`config.mk`:
```
export PLATFORM = sky130hd
export DESIGN_NAME = uart_boot_loader_flat
export DESIGN_NICKNAME = d
export VERILOG_FILES = /design/src/rtl/uart_boot_loader_if.sv /design/src/rtl/uart_boot_loader.sv /design/src/flat_wrapper.sv
export SDC_FILE = /design/constraint.sdc
export NUM_CORES = 1
export LEC_CHECK = 0
export BUFFER_PORTS_ARGS = -buffer_cell sky130_fd_sc_hd__buf_2
export CORE_MARGIN = 4
export CORE_UTILIZATION = 48
export CTS_CLUSTER_DIAMETER = 30
export DETAILED_ROUTE_END_ITERATION = 16
export GPL_TIMING_DRIVEN = 0
export HOLD_SLACK_MARGIN = 0.08
export MAX_ROUTING_LAYER = met4
export PLACE_DENSITY = 0.75
export SLEW_MARGIN = 20
export SYNTH_ARGS = -nofsm -noshare
export SYNTH_HDL_FRONTEND = slang
export SYNTH_SLANG_ARGS = --single-unit
```
`constraint.sdc`:
```
create_clock -name clk -period 4.8 [get_ports clk]
set_clock_uncertainty 0.2 [all_clocks]
set_input_delay 0.96 -clock clk [delete_from_list [all_inputs] [get_ports clk]]
set_output_delay 0.96 -clock clk [all_outputs]
set_load 0.1 [all_outputs]
```
`src/rtl/uart_boot_loader_if.sv`:
```
// uart_boot_loader_if: 64-bit AXI-lite bus shared by the UART read master and the memory write master
// Ports: none; signals araddr/arvalid/arready/rdata/rresp/rvalid/rready (read channels) and
// awaddr/awvalid/awready/wdata/wstrb/wvalid/wready/bresp/bvalid/bready (write channels).
// Modports: rd_mst/rd_slv carry only the read channels, wr_mst/wr_slv only the write channels.
interface uart_boot_loader_if;
  logic [63:0] araddr;
  logic        arvalid;
  logic        arready;
  logic [63:0] rdata;
  logic [1:0]  rresp;
  logic        rvalid;
  logic        rready;
  logic [63:0] awaddr;
  logic        awvalid;
  logic        awready;
  logic [63:0] wdata;
  logic [7:0]  wstrb;
  logic        wvalid;
  logic        wready;
  logic [1:0]  bresp;
  logic        bvalid;
  logic        bready;
  modport rd_mst (output araddr, arvalid, rready, input arready, rdata, rresp, rvalid);
  modport rd_slv (input araddr, arvalid, rready, output arready, rdata, rresp, rvalid);
  modport wr_mst (output awaddr, awvalid, wdata, wstrb, wvalid, bready, input awready, wready, bresp, bvalid);
  modport wr_slv (input awaddr, awvalid, wdata, wstrb, wvalid, bready, output awready, wready, bresp, bvalid);
endinterface

```
`src/rtl/uart_boot_loader.sv`:
```
// uart_boot_loader: pulls a boot image from the UART RX buffer over AXI-lite and writes it to memory
// Ports: clk, rst_n (async active-low), i_enable (start, sampled in idle),
// uart_rd (AXI-lite read master to UART: +0 RX count, +8 pop word), mem_wr (AXI-lite write master to memory),
// o_busy, o_done (sticky), o_error (sticky), o_cpu_rst_n (low until done), o_words_loaded.
// Option: BOOT_CHECKSUM_EN adds an XOR trailer word checked after the payload.
module uart_boot_loader #(
  parameter logic [63:0] UART_BASE_ADDR = 64'h0,
  parameter int          POLL_INTERVAL  = 16,
  parameter int          MAX_WORDS      = 4096
) (
  input  logic               clk,
  input  logic               rst_n,
  input  logic               i_enable,
  uart_boot_loader_if.rd_mst uart_rd,
  uart_boot_loader_if.wr_mst mem_wr,
  output logic               o_busy,
  output logic               o_done,
  output logic               o_error,
  output logic               o_cpu_rst_n,
  output logic [31:0]        o_words_loaded
);
  typedef enum logic [3:0] {S_IDLE, S_WAIT, S_CNT_AR, S_CNT_R, S_POP_AR, S_POP_R, S_WR, S_B, S_DONE, S_ERR} state_t;
  typedef enum logic [1:0] {PH_HDR, PH_DATA, PH_CSUM} phase_t;
  state_t      r_state, w_state_nxt;
  phase_t      r_phase, w_phase_nxt;
  logic [15:0] r_cnt;
  logic [28:0] r_base;
  logic [31:0] r_n;
  logic [63:0] r_data;
  logic [31:0] r_words;
  logic        r_rel;
`ifdef BOOT_CHECKSUM_EN
  logic [63:0] r_xor;
`endif
  logic [31:0] w_n;
  logic        w_last;
  logic        w_pop;
  logic        w_unused;
  assign w_n      = uart_rd.rdata[31:0];
  assign w_last   = (r_words + 32'd1) == r_n;
  assign w_pop    = r_state == S_POP_R && uart_rd.rvalid;
  assign w_unused = ^{uart_rd.rresp, mem_wr.bresp};
  always_comb begin
    w_state_nxt = r_state;
    w_phase_nxt = r_phase;
    case (r_state)
      S_IDLE:   if (i_enable) w_state_nxt = S_WAIT;
      S_WAIT:   if (r_cnt == 16'd0) w_state_nxt = S_CNT_AR;
      S_CNT_AR: if (uart_rd.arready) w_state_nxt = S_CNT_R;
      S_CNT_R:  if (uart_rd.rvalid) w_state_nxt = uart_rd.rdata >= 64'd8 ? S_POP_AR : S_WAIT;
      S_POP_AR: if (uart_rd.arready) w_state_nxt = S_POP_R;
      S_POP_R:
        if (uart_rd.rvalid) begin
          if (r_phase == PH_HDR) begin
            if (w_n > 32'(MAX_WORDS)) w_state_nxt = S_ERR;
            else if (w_n == 32'd0) begin
`ifdef BOOT_CHECKSUM_EN
              w_state_nxt = S_WAIT;
              w_phase_nxt = PH_CSUM;
`else
              w_state_nxt = S_DONE;
`endif
            end else begin
              w_state_nxt = S_WAIT;
              w_phase_nxt = PH_DATA;
            end
          end
`ifdef BOOT_CHECKSUM_EN
          else if (r_phase == PH_CSUM) w_state_nxt = uart_rd.rdata == r_xor ? S_DONE : S_ERR;
`endif
          else w_state_nxt = S_WR;
        end
      S_WR:     if (mem_wr.awready && mem_wr.wready) w_state_nxt = S_B;
      S_B:
        if (mem_wr.bvalid) begin
          if (w_last) begin
`ifdef BOOT_CHECKSUM_EN
            w_state_nxt = S_WAIT;
            w_phase_nxt = PH_CSUM;
`else
            w_state_nxt = S_DONE;
`endif
          end else w_state_nxt = S_WAIT;
        end
      default: ;
    endcase
  end
  always_ff @(posedge clk or negedge rst_n) begin
    if (!rst_n) begin
      r_state <= S_IDLE;
      r_phase <= PH_HDR;
      r_cnt   <= '0;
      r_base  <= '0;
      r_n     <= '0;
      r_data  <= '0;
      r_words <= '0;
      r_rel   <= 1'b0;
`ifdef BOOT_CHECKSUM_EN
      r_xor   <= '0;
`endif
    end else begin
      r_state <= w_state_nxt;
      r_phase <= w_phase_nxt;
      r_cnt   <= r_state == S_WAIT ? r_cnt - 16'd1 : 16'(POLL_INTERVAL - 1);
      r_rel   <= r_rel || r_state == S_DONE;
      if (w_pop && r_phase == PH_HDR) begin
        r_base <= uart_rd.rdata[63:35];
        r_n    <= w_n;
      end
      if (w_pop && r_phase == PH_DATA) begin
        r_data <= uart_rd.rdata;
`ifdef BOOT_CHECKSUM_EN
        r_xor  <= r_xor ^ uart_rd.rdata;
`endif
      end
      if (r_state == S_B && mem_wr.bvalid && !(&r_words)) r_words <= r_words + 32'd1;
    end
  end
  assign uart_rd.araddr  = r_state == S_POP_AR ? UART_BASE_ADDR + 64'd8 : UART_BASE_ADDR;
  assign uart_rd.arvalid = r_state == S_CNT_AR || r_state == S_POP_AR;
  assign uart_rd.rready  = r_state == S_CNT_R || r_state == S_POP_R;
  assign mem_wr.awaddr   = {32'h0, r_base + r_words[28:0], 3'b000};
  assign mem_wr.awvalid  = r_state == S_WR;
  assign mem_wr.wvalid   = r_state == S_WR;
  assign mem_wr.wdata    = r_data;
  assign mem_wr.wstrb    = 8'hFF;
  assign mem_wr.bready   = r_state == S_B;
  assign o_busy          = !(r_state == S_IDLE || r_state == S_DONE || r_state == S_ERR);
  assign o_done          = r_state == S_DONE;
  assign o_error         = r_state == S_ERR;
  assign o_cpu_rst_n     = r_rel;
  assign o_words_loaded  = r_words;
endmodule

```
`src/flat_wrapper.sv`:
```
// flat-port wrapper written by rule: the top's interface ports become plain ports
module uart_boot_loader_flat 
#(
  parameter logic [63:0] UART_BASE_ADDR = 64'h0,
  parameter int          POLL_INTERVAL  = 16,
  parameter int          MAX_WORDS      = 4096
)
  (clk, rst_n, i_enable, o_busy, o_done, o_error, o_cpu_rst_n, o_words_loaded, uart_rd_araddr, uart_rd_arvalid, uart_rd_rready, uart_rd_arready, uart_rd_rdata, uart_rd_rresp, uart_rd_rvalid, mem_wr_awaddr, mem_wr_awvalid, mem_wr_wdata, mem_wr_wstrb, mem_wr_wvalid, mem_wr_bready, mem_wr_awready, mem_wr_wready, mem_wr_bresp, mem_wr_bvalid);
  uart_boot_loader_if uart_rd_i ();
  uart_boot_loader_if mem_wr_i ();
  input  logic clk;
  input  logic rst_n;
  input  logic i_enable;
  output logic o_busy;
  output logic o_done;
  output logic o_error;
  output logic o_cpu_rst_n;
  output logic [31:0] o_words_loaded;
  output wire logic [$bits(uart_rd_i.araddr)-1:0] uart_rd_araddr;
  output wire logic [$bits(uart_rd_i.arvalid)-1:0] uart_rd_arvalid;
  output wire logic [$bits(uart_rd_i.rready)-1:0] uart_rd_rready;
  input wire logic [$bits(uart_rd_i.arready)-1:0] uart_rd_arready;
  input wire logic [$bits(uart_rd_i.rdata)-1:0] uart_rd_rdata;
  input wire logic [$bits(uart_rd_i.rresp)-1:0] uart_rd_rresp;
  input wire logic [$bits(uart_rd_i.rvalid)-1:0] uart_rd_rvalid;
  output wire logic [$bits(mem_wr_i.awaddr)-1:0] mem_wr_awaddr;
  output wire logic [$bits(mem_wr_i.awvalid)-1:0] mem_wr_awvalid;
  output wire logic [$bits(mem_wr_i.wdata)-1:0] mem_wr_wdata;
  output wire logic [$bits(mem_wr_i.wstrb)-1:0] mem_wr_wstrb;
  output wire logic [$bits(mem_wr_i.wvalid)-1:0] mem_wr_wvalid;
  output wire logic [$bits(mem_wr_i.bready)-1:0] mem_wr_bready;
  input wire logic [$bits(mem_wr_i.awready)-1:0] mem_wr_awready;
  input wire logic [$bits(mem_wr_i.wready)-1:0] mem_wr_wready;
  input wire logic [$bits(mem_wr_i.bresp)-1:0] mem_wr_bresp;
  input wire logic [$bits(mem_wr_i.bvalid)-1:0] mem_wr_bvalid;
  assign uart_rd_araddr = uart_rd_i.araddr;
  assign uart_rd_arvalid = uart_rd_i.arvalid;
  assign uart_rd_rready = uart_rd_i.rready;
  assign uart_rd_i.arready = uart_rd_arready;
  assign uart_rd_i.rdata = uart_rd_rdata;
  assign uart_rd_i.rresp = uart_rd_rresp;
  assign uart_rd_i.rvalid = uart_rd_rvalid;
  assign mem_wr_awaddr = mem_wr_i.awaddr;
  assign mem_wr_awvalid = mem_wr_i.awvalid;
  assign mem_wr_wdata = mem_wr_i.wdata;
  assign mem_wr_wstrb = mem_wr_i.wstrb;
  assign mem_wr_wvalid = mem_wr_i.wvalid;
  assign mem_wr_bready = mem_wr_i.bready;
  assign mem_wr_i.awready = mem_wr_awready;
  assign mem_wr_i.wready = mem_wr_wready;
  assign mem_wr_i.bresp = mem_wr_bresp;
  assign mem_wr_i.bvalid = mem_wr_bvalid;
  uart_boot_loader #(.UART_BASE_ADDR(UART_BASE_ADDR), .POLL_INTERVAL(POLL_INTERVAL), .MAX_WORDS(MAX_WORDS)) u_core (.clk(clk), .rst_n(rst_n), .i_enable(i_enable), .uart_rd(uart_rd_i), .mem_wr(mem_wr_i), .o_busy(o_busy), .o_done(o_done), .o_error(o_error), .o_cpu_rst_n(o_cpu_rst_n), .o_words_loaded(o_words_loaded));
endmodule
```
==> impl_metrics.ini, run 1 <==
[pwr]
max-vdd-ir-drop_mv = 0.5861
power.leakage_uw = 0.006921
power_density_nw_per_um2 = 560.1

[cells_and_area]
final_cell_mix = buf_2, dfrtp_1, mux2_2, buf_4, conb_1
mostFrequentLayoutCell = buf_2
synthToLayoutAreaGrowth_pct = 25.37
fin_area_um2 = 13310
fin_nets = 1448
nFillCells = 1853
instances_no_fill = 1636
drive_gt1_share_pct = 39.66

[global_routing]
overflow = 0
grt_max_degree = 72
grt_pass1_wl_mm = 44.46
antenna_found_initial = 2
grt_pass1_vias = 8184
track_usage_pct = 23.83

[die]
ios = 317
die_h_um = 156.7
start_util_pct = 48.78
floorplan.core_area_um2 = 21760
fp.dieW_um = 156.7
rows = 54
dieArea_um2 = 24550

[clock_tree]
cts_buffer_depth = 2
ctsHoldBuffers = 0
clock_latency_ps = 430
path_clk_slew_ps = 70
root_buffer = clkbuf_16
cts.htree.levels = 4
cts_tree = done
cts.sinks = 179
cts_buffers = 17

[synth]
syn_avg_cell_area_um2 = 10.56
yosys.area.top_type = dfrtp_1
synth_seq_cells = 179
synth_area_leaders = dfrtp_1, mux2_2, buf_4, xnor2_1, xor2_1
synth_edf_count = 0
ys_async_sr_fraction_pct = 100.0
synth.top_cell.area_share_pct = 42.21
syn-cell-area_um2 = 10610
synthFlopType = dfrtp_1
synth_cells = 1005
synth-seq-area-share_pct = 42.21
synth_cell_types = 73
yosys_warnings = 0

[drt]
routedWlPerCell_um = 17.60
remaining_drc_errors = 0
dr.pass1.iters = 5
vias = 8482
drtIter0Drc = 343
wirelength_mm = 28.79
ant_nets = 0
vias_per_cell = 5.185

[timing]
fmax_mhz = 214.6
tns_ps = 0
setup_viol = 0
timing.final.crit_period_ps = 4660
rsz0062_at_grt = true
worst_pin_slew_ps = 767.6
hold_viol = 0
min_period_over_period_pct = 97.08
slew-limit-headroom_pct = 48.43
drv_slew = 0

[setup_path]
r2r-end = u_core.r_state[0]
end_kind = output port
path_max_fanout = 10
startpoint_type = flip-flop
path_class = reg2out
required_ps = 3640
ff2ff_setup_slack_ps = 1180
critPathArrivalTime_ps = 3500
r2r-start = u_core.o_words_loaded[11]
worstRegToRegCells = 10

[placement]
gp_congestion = 0.9363
dp.cells = 1599
io_buffers = 206
dp_hpwl_mm = 22.90
dpl_cell_area_um2 = 12600

[worst_hold_path]
hold_class = in2async

[flow_run]
drv_cap = 0

[status]
status = finished clean
-- power by group --
group / switching, uW / total (uW) / internal [uW]
Clock: 619 / 1410 / 789
Sequential: 167 / 1980 / 1820
Combinational: 3370 / 4060 / 694
Total: 4150 / 7450 / 3300
-- metrics by stage --
step	total power, uW	worst slack, ps	hold slack, ps	util (%)
finish	7452	140.2	208.7	61.16
global route	7725	-40.23	219.4	61.16
CTS	7493	13.72	215.5	60.99
detailed placement	6073	115.5	254.2	57.93
global placement	6026	-573.8	248.9	57.53
floorplan	5429	-32.67	228.8	-
-- flip-flops by register name, indices dropped and copies added, names as in the netlist --
register / flops
u_core.mem_wr.wdata: 64
u_core.o_words_loaded: 32
u_core.r_n: 32
u_core.r_base: 29
u_core.r_cnt: 16
u_core.r_state: 4
u_core.o_cpu_rst_n: 1
u_core.r_phase: 1
-- synthesized netlist by cell type, types with 6 or more instances --
cell,instances
and3_1,6
buf_4,108
xor2_1,49
ha_1,30
a21oi_1,33
a21o_1,10
nand4_1,11
nor2_1,50
dfrtp_1,179
nor4_1,27
o21ai_0,24
nand2b_1,8
or3_1,11
and4_1,7
or4_1,9
mux2_2,126
nand3_1,23
nor3_1,41
clkbuf_1,23
nand2_1,41
xnor2_1,58
inv_1,26
buf_2,10
-- cell type report --
type / instances / area (um2) / share of cell area, %
clock inverter: 14 / 148.9 / 1.119
clock buffer: 18 / 439.2 / 3.301
multi-input combinational: 762 / 5664 / 42.57
buffer: 142 / 950.9 / 7.147
tap: 280 / 350.3 / 2.633
sequential: 179 / 4488 / 33.73
inverter: 26 / 97.59 / 0.7335
antenna: 2 / 5.005 / 0.03762
timing repair buffer: 213 / 1161 / 8.727
-- how the worst max path moves through the flow --
stage / startpoint / to / slack [ps] / cells past startpoint
finish: u_core.o_words_loaded[5] / mem_wr_awaddr[31] / 140 / 9
global placement: rst_n / u_core.o_words_loaded[13] / -570 / 1
detailed placement: u_core.o_words_loaded[3] / mem_wr_awaddr[30] / 120 / 10
global route: u_core.o_words_loaded[8] / mem_wr_awaddr[30] / -40 / 11
floorplan: u_core.o_words_loaded[5] / mem_wr_awaddr[15] / -30 / 5
CTS: u_core.o_words_loaded[15] / mem_wr_awaddr[30] / 10 / 10
-- worst max-delay path, cell delays in order, from the launching register on --
cell and delay [ps]:
dfrtp_2 500, ha_1 290, or4_1 560, o221a_2 270, o31a_1 350, o41ai_4 320, o2111ai_2 200, a21oi_2 210
xnor2_2 130, buf_6 240
-- cell families (layout without fill, tap and decap cells) --
kind of cell	Yosys count	in the layout	share of synthesized area, %
adders and majority gates	32	32	3.820
and+or+nand+nor	260	260	13.26
buffers and inverters	168	413	9.880
DFF	179	179	42.21
muxes	128	128	13.56
AOI/OAI and AO/OA	129	129	8.371
other	2	108	0.07076
xor gates and xnor gates	107	107	8.830
-- layer usage --
layer | up-vias | global-route usage (%) | part of all wire (%)
li1 | 4077 | - | -
met1 | 4017 | 30.34 | 43
met2 | 332 | 37.69 | 48
met3 | 56 | 4.452 | 6.5
met4 | 0 | 9.628 | 3.4
met5 | - | - | 0
-- timing repair --
action,4_1_cts,5_1_grt
buffers inserted,2,1
endpoints found under the setup margin,6,7
pin swaps,1,2
resized for setup,15,8
Power figures use the tool's default switching activity.
==> run 2: changes to the inputs <==
--- a/config.mk
+++ b/config.mk
@@ -15,3 +15,3 @@
 export MAX_ROUTING_LAYER = met4
-export PLACE_DENSITY = 0.75
+export PLACE_DENSITY = 0.8
 export SLEW_MARGIN = 20
--- a/constraint.sdc
+++ b/constraint.sdc
@@ -4,2 +4,2 @@
 set_output_delay 0.96 -clock clk [all_outputs]
-set_load 0.1 [all_outputs]
+set_load 0.05 [all_outputs]
==> impl_metrics.ini, run 2 (same netlist as run 1, synthesis figures left out) <==
[setup_path]
path_max_fanout = 4
crit_cells = 12
critPathArrivalTime_ps = 3530
critical_path.max_stage_delay_ps = 450
startpoint_type = flip-flop
path_class = reg2out
cp_common_cell = o31a_1
critPathBufInv = 2
critPathSlowestCell = o41ai_4
required_ps = 3640
cp_top_family = compound AO/OA/AOI/OAI gates
worstRegToRegCells = 10
crit_chain = ha_2 > inv_1 > fa_2 > nor2b_1 > o31a_1 > o221a_2 > o31a_1 > o41ai_4 > o2111ai_2 > a21oi_2 > xnor2_1 > buf_4
end_kind = output port

[global_routing]
grt_pass1_wl_mm = 44.68
antenna_found_initial = 1
track_usage_pct = 23.86
grt_max_degree = 85
overflow = 0
grt_pass1_vias = 8319

[clock_tree]
cts_buffer_depth = 2
root_buffer = clkbuf_16
clock_latency_ps = 430
cts_buffers = 17
cts_tree = done
path_clk_slew_ps = 70
cts.sinks = 179
cts.htree.levels = 4

[timing]
fmax_mhz = 213.2
rsz0062_at_grt = true
setup_viol = 0
min_period_over_period_pct = 97.74
timing.final.crit_period_ps = 4691
drv_slew = 0
slew-limit-headroom_pct = 44.59
worst_pin_slew_ps = 831.1
hold_viol = 0
tns_ps = 0

[drt]
wirelength_mm = 28.72
vias_per_cell = 5.197
routedWlPerCell_um = 17.59
remaining_drc_errors = 0
vias = 8487
drtIter0Drc = 430
dr.pass1.iters = 7
ant_nets = 0

[cells_and_area]
mostFrequentLayoutCell = buf_2
final_cell_mix = buf_2, dfrtp_1, mux2_2, buf_4, conb_1
regArea_um2 = 4482
instances_no_fill = 1633
fin_area_um2 = 13100
fin_nets = 1447
nFillCells = 1828
multiInputGateArea_um2 = 5538
synthToLayoutAreaGrowth_pct = 23.47
largest_reg_flops = 64
drive_gt1_share_pct = 38.02

[pwr]
max-vdd-ir-drop_mv = 0.3065
power_density_nw_per_um2 = 454.1
power.leakage_uw = 0.006771

[status]
status = finished clean

[flow_run]
drv_cap = 0

[die]
ios = 317
dieArea_um2 = 24550
rows = 54
floorplan.core_area_um2 = 21760
start_util_pct = 48.78
die_h_um = 156.7
fp.dieW_um = 156.7

[placement]
gp_congestion = 0.9340
io_buffers = 206
dp_hpwl_mm = 22.70
dpl_cell_area_um2 = 12470
dp.cells = 1599

[worst_hold_path]
hold_class = in2async
## run 2: cell types whose count changed in the layout (fill, tap and decap cells not counted), sizes merged
cell	previous run	this run
diode	2	1
buf	332	330
bufinv	2	1
inv	33	28
clkinvlp	1	4
clkbuf	41	44
## run 2: worst reg2reg max path: cells and delay by family (launching register included)
kind                   cells  cell delay [ps]
buffers and inverters      3              600
AO/OA/AOI/OAI              3              990
flip-flops                 1              420
AND/OR/NAND/NOR            4             1360
## run 2: final timing paths
kind	slack (ps)	start	end
min in group clk	270	u_core.o_cpu_rst_n	u_core.o_cpu_rst_n
worst max-delay path	110	u_core.o_words_loaded[0]	mem_wr_awaddr[31]
max in group asynchronous	3200	rst_n	u_core.mem_wr.wdata[10]
worst min-delay path	180	rst_n	u_core.mem_wr.wdata[43]
worst max register to register	1160	u_core.o_words_loaded[11]	u_core.r_state[3]
worst min register to register	270	u_core.o_cpu_rst_n	u_core.o_cpu_rst_n
## run 2: what timing repair did
action                                  4_1_cts  5_1_grt
resized for setup                             6       13
pin swaps                                     0        4
endpoints found under the setup margin        5        5
setup buffers                                 0        2
hold buffers                                  0        0
## run 2: stage by stage
step / util, % / hold slack, ps / total power [uW] / worst slack (ps)
2_1_floorplan: - / 228.8 / 4010 / 157.1
3_3_place_gp: 56.92 / 249.0 / 4583 / -287.2
3_5_place_dp: 57.31 / 251.5 / 4639 / 135.5
4_1_cts: 59.98 / 184.9 / 5970 / 7.880
5_1_grt: 60.23 / 183.9 / 6217 / -9.359
6_report: 60.23 / 184.4 / 5951 / 108.7
## run 2: area by class of cell
| type | instances | share of cell area [%] |
|---|---|---|
| Multi-Input combinational cell | 762 | 42.26 |
| Sequential cell | 179 | 34.20 |
| Tap cell | 280 | 2.674 |
| Inverter | 26 | 0.7448 |
| Clock buffer | 20 | 3.409 |
| Clock inverter | 11 | 0.8021 |
| Buffer | 142 | 7.257 |
| Timing Repair Buffer | 212 | 8.632 |
| Antenna cell | 1 | 0.01910 |
## run 2: per-layer routing
metal,routed length [um],up-vias,global-route usage (%)
met5,0,-,-
met4,896,0,9.132
met3,1776,52,4.010
met2,13910,328,38.25
met1,12140,4046,30.42
li1,-,4061,-
## run 2: report_power, final
group          total, uW  switching (uW)  internal (uW)
clock               1330             601            728
combinational       2640            1940            703
sequential          1980             161           1820
total               5950            2700           3250
==> run 3: changes to the inputs <==
CORE_UTILIZATION = 53   (was 48)
PLACE_DENSITY = default   (was 0.8)
PLACE_DENSITY_LB_ADDON = 0.05   (was default)
==> impl_metrics.ini, run 3 (same netlist as run 1, synthesis figures left out) <==
[worst_hold_path]
hold_class = reg2reg
worstHoldPathCells = 1
worstHoldStart = u_core.o_cpu_rst_n
whs_endpoint = u_core.o_cpu_rst_n

[placement]
dp_hpwl_mm = 22.21
dpl_cell_area_um2 = 12420
dp.cells = 1583
io_buffers = 206
gp_congestion = 0.8921

[setup_path]
end_kind = output port
path_class = reg2out
ff2ff_setup_slack_ps = 1180
worstRegToRegCells = 9
critPathArrivalTime_ps = 3490
required_ps = 3640
r2r-start = u_core.o_words_loaded[10]
r2r-end = u_core.r_state[0]
path_max_fanout = 7
startpoint_type = flip-flop

[cells_and_area]
mostFrequentLayoutCell = buf_2
nFillCells = 1581
fin_nets = 1448
fin_area_um2 = 13130
regArea_um2 = 4482
drive_gt1_share_pct = 37.74
final_cell_mix = buf_2, dfrtp_1, mux2_2, buf_4, conb_1
synthToLayoutAreaGrowth_pct = 23.71
largest_reg_flops = 64
instances_no_fill = 1620
multiInputGateArea_um2 = 5518

[clock_tree]
path_clk_slew_ps = 70
cts_tree = done
cts_buffers = 17
cts_buffer_depth = 2
root_buffer = clkbuf_16
cts.sinks = 179
cts.htree.levels = 4
clock_latency_ps = 430
ctsHoldBuffers = 0

[drt]
routedWlPerCell_um = 17.47
wirelength_mm = 28.30
drtIter0Drc = 498
vias_per_cell = 5.211
vias = 8442
remaining_drc_errors = 0
ant_nets = 0
dr.pass1.iters = 5

[global_routing]
grt_pass1_wl_mm = 43.42
overflow = 0
antenna_found_initial = 1
track_usage_pct = 25.56
grt_pass1_vias = 7958
globalRouteMet2Util_pct = 40.90
grt_most_used_layer = met2
met3_usage_pct = 3.907
use_met1_pct = 33.25
grt_max_degree = 93

[die]
fp.dieW_um = 149.5
die_h_um = 149.5
dieArea_um2 = 22350
ios = 317
rows = 51
floorplan.core_area_um2 = 19590
start_util_pct = 54.17

[timing]
slew-limit-headroom_pct = 40.46
hold_viol = 0
drv_slew = 0
rsz0062_at_grt = false
setup_viol = 0
timing.final.crit_period_ps = 4646
fmax_mhz = 215.2
worst_pin_slew_ps = 886.4
min_period_over_period_pct = 96.80

[pwr]
power.leakage_uw = 0.006810
max-vdd-ir-drop_mv = 0.3963
power_density_nw_per_um2 = 463.9

[status]
status = finished clean

[flow_run]
drv_cap = 0
run 3: cell types whose count changed in the layout (fill, tap and decap cells not counted), moves of 2 or more:
cell        change
clkinv_2        -2
clkinvlp_4      -2
ha_1            +3
inv_8           +2
bufinv_16       +2
ha_2            -3
run 3: power breakdown:
group	internal [uW]	total (uW)	switching, uW
registers	1810	1970	153
clock network	861	1490	628
logic	694	2630	1940
run 3: worst max-delay path: stages (launching register included):
cell       delay (ps)
dfrtp_1           500
ha_1              440
a211o_1           330
a311o_1           400
a211oi_2          270
a2111oi_2         150
o311a_1           400
o21ai_1           120
nand2_1            80
xor2_1            140
buf_4             220
run 3: how the worst max path moves through the flow:
stage | cells after the start | startpoint | to
after floorplan | 9 | u_core.o_words_loaded[12] | mem_wr_awaddr[30]
after global placement | 1 | rst_n | u_core.mem_wr.wdata[48]
after detailed placement | 10 | u_core.o_words_loaded[3] | mem_wr_awaddr[30]
after CTS | 12 | u_core.o_words_loaded[0] | mem_wr_awaddr[23]
after global routing | 10 | u_core.o_words_loaded[12] | mem_wr_awaddr[30]
final | 10 | u_core.o_words_loaded[12] | mem_wr_awaddr[30]
run 3: layout make-up:
cell class | instances | area share [%]
clock inverters | 12 | 1.306
repair buffers | 213 | 8.520
multi-input cells | 762 | 42.03
flip-flops and latches | 179 | 34.14
clock buffers | 20 | 3.479
diodes | 1 | 0.01906
inverters | 26 | 0.7434
well taps | 265 | 2.526
plain buffers | 142 | 7.243
run 3: through the flow:
| step | setup WS [ps] | hold WS [ps] | power, uW | util [%] | TNS, ps |
|---|---|---|---|---|---|
| after floorplan | 157.1 | 228.8 | 4010 | - | 0 |
| after global placement | -327.7 | 250.4 | 4583 | 63.12 | -55350 |
| after detailed placement | 326.2 | 252.0 | 4634 | 63.40 | 0 |
| after CTS | 37.89 | 278.4 | 6122 | 66.68 | 0 |
| after global routing | 7.793 | 283.2 | 6360 | 67.02 | 0 |
| final | 153.6 | 271.4 | 6090 | 67.02 | 0 |
run 3: repair_timing:
item                       in CTS  in global routing
cloned                          0                  0
buffers inserted                0                  4
gates resized for setup         3                 11
setup endpoints to repair       2                  6
pin swaps                       0                  4
hold endpoints to repair        0                  0
run 3: metal layers:
layer | part of all wire, % | vias up | wire length (um)
li1 | - | 4068 | -
met1 | 43 | 4032 | 12240
met2 | 48 | 304 | 13500
met3 | 6.3 | 38 | 1789
met4 | 2.7 | 0 | 769
met5 | 0 | - | 0
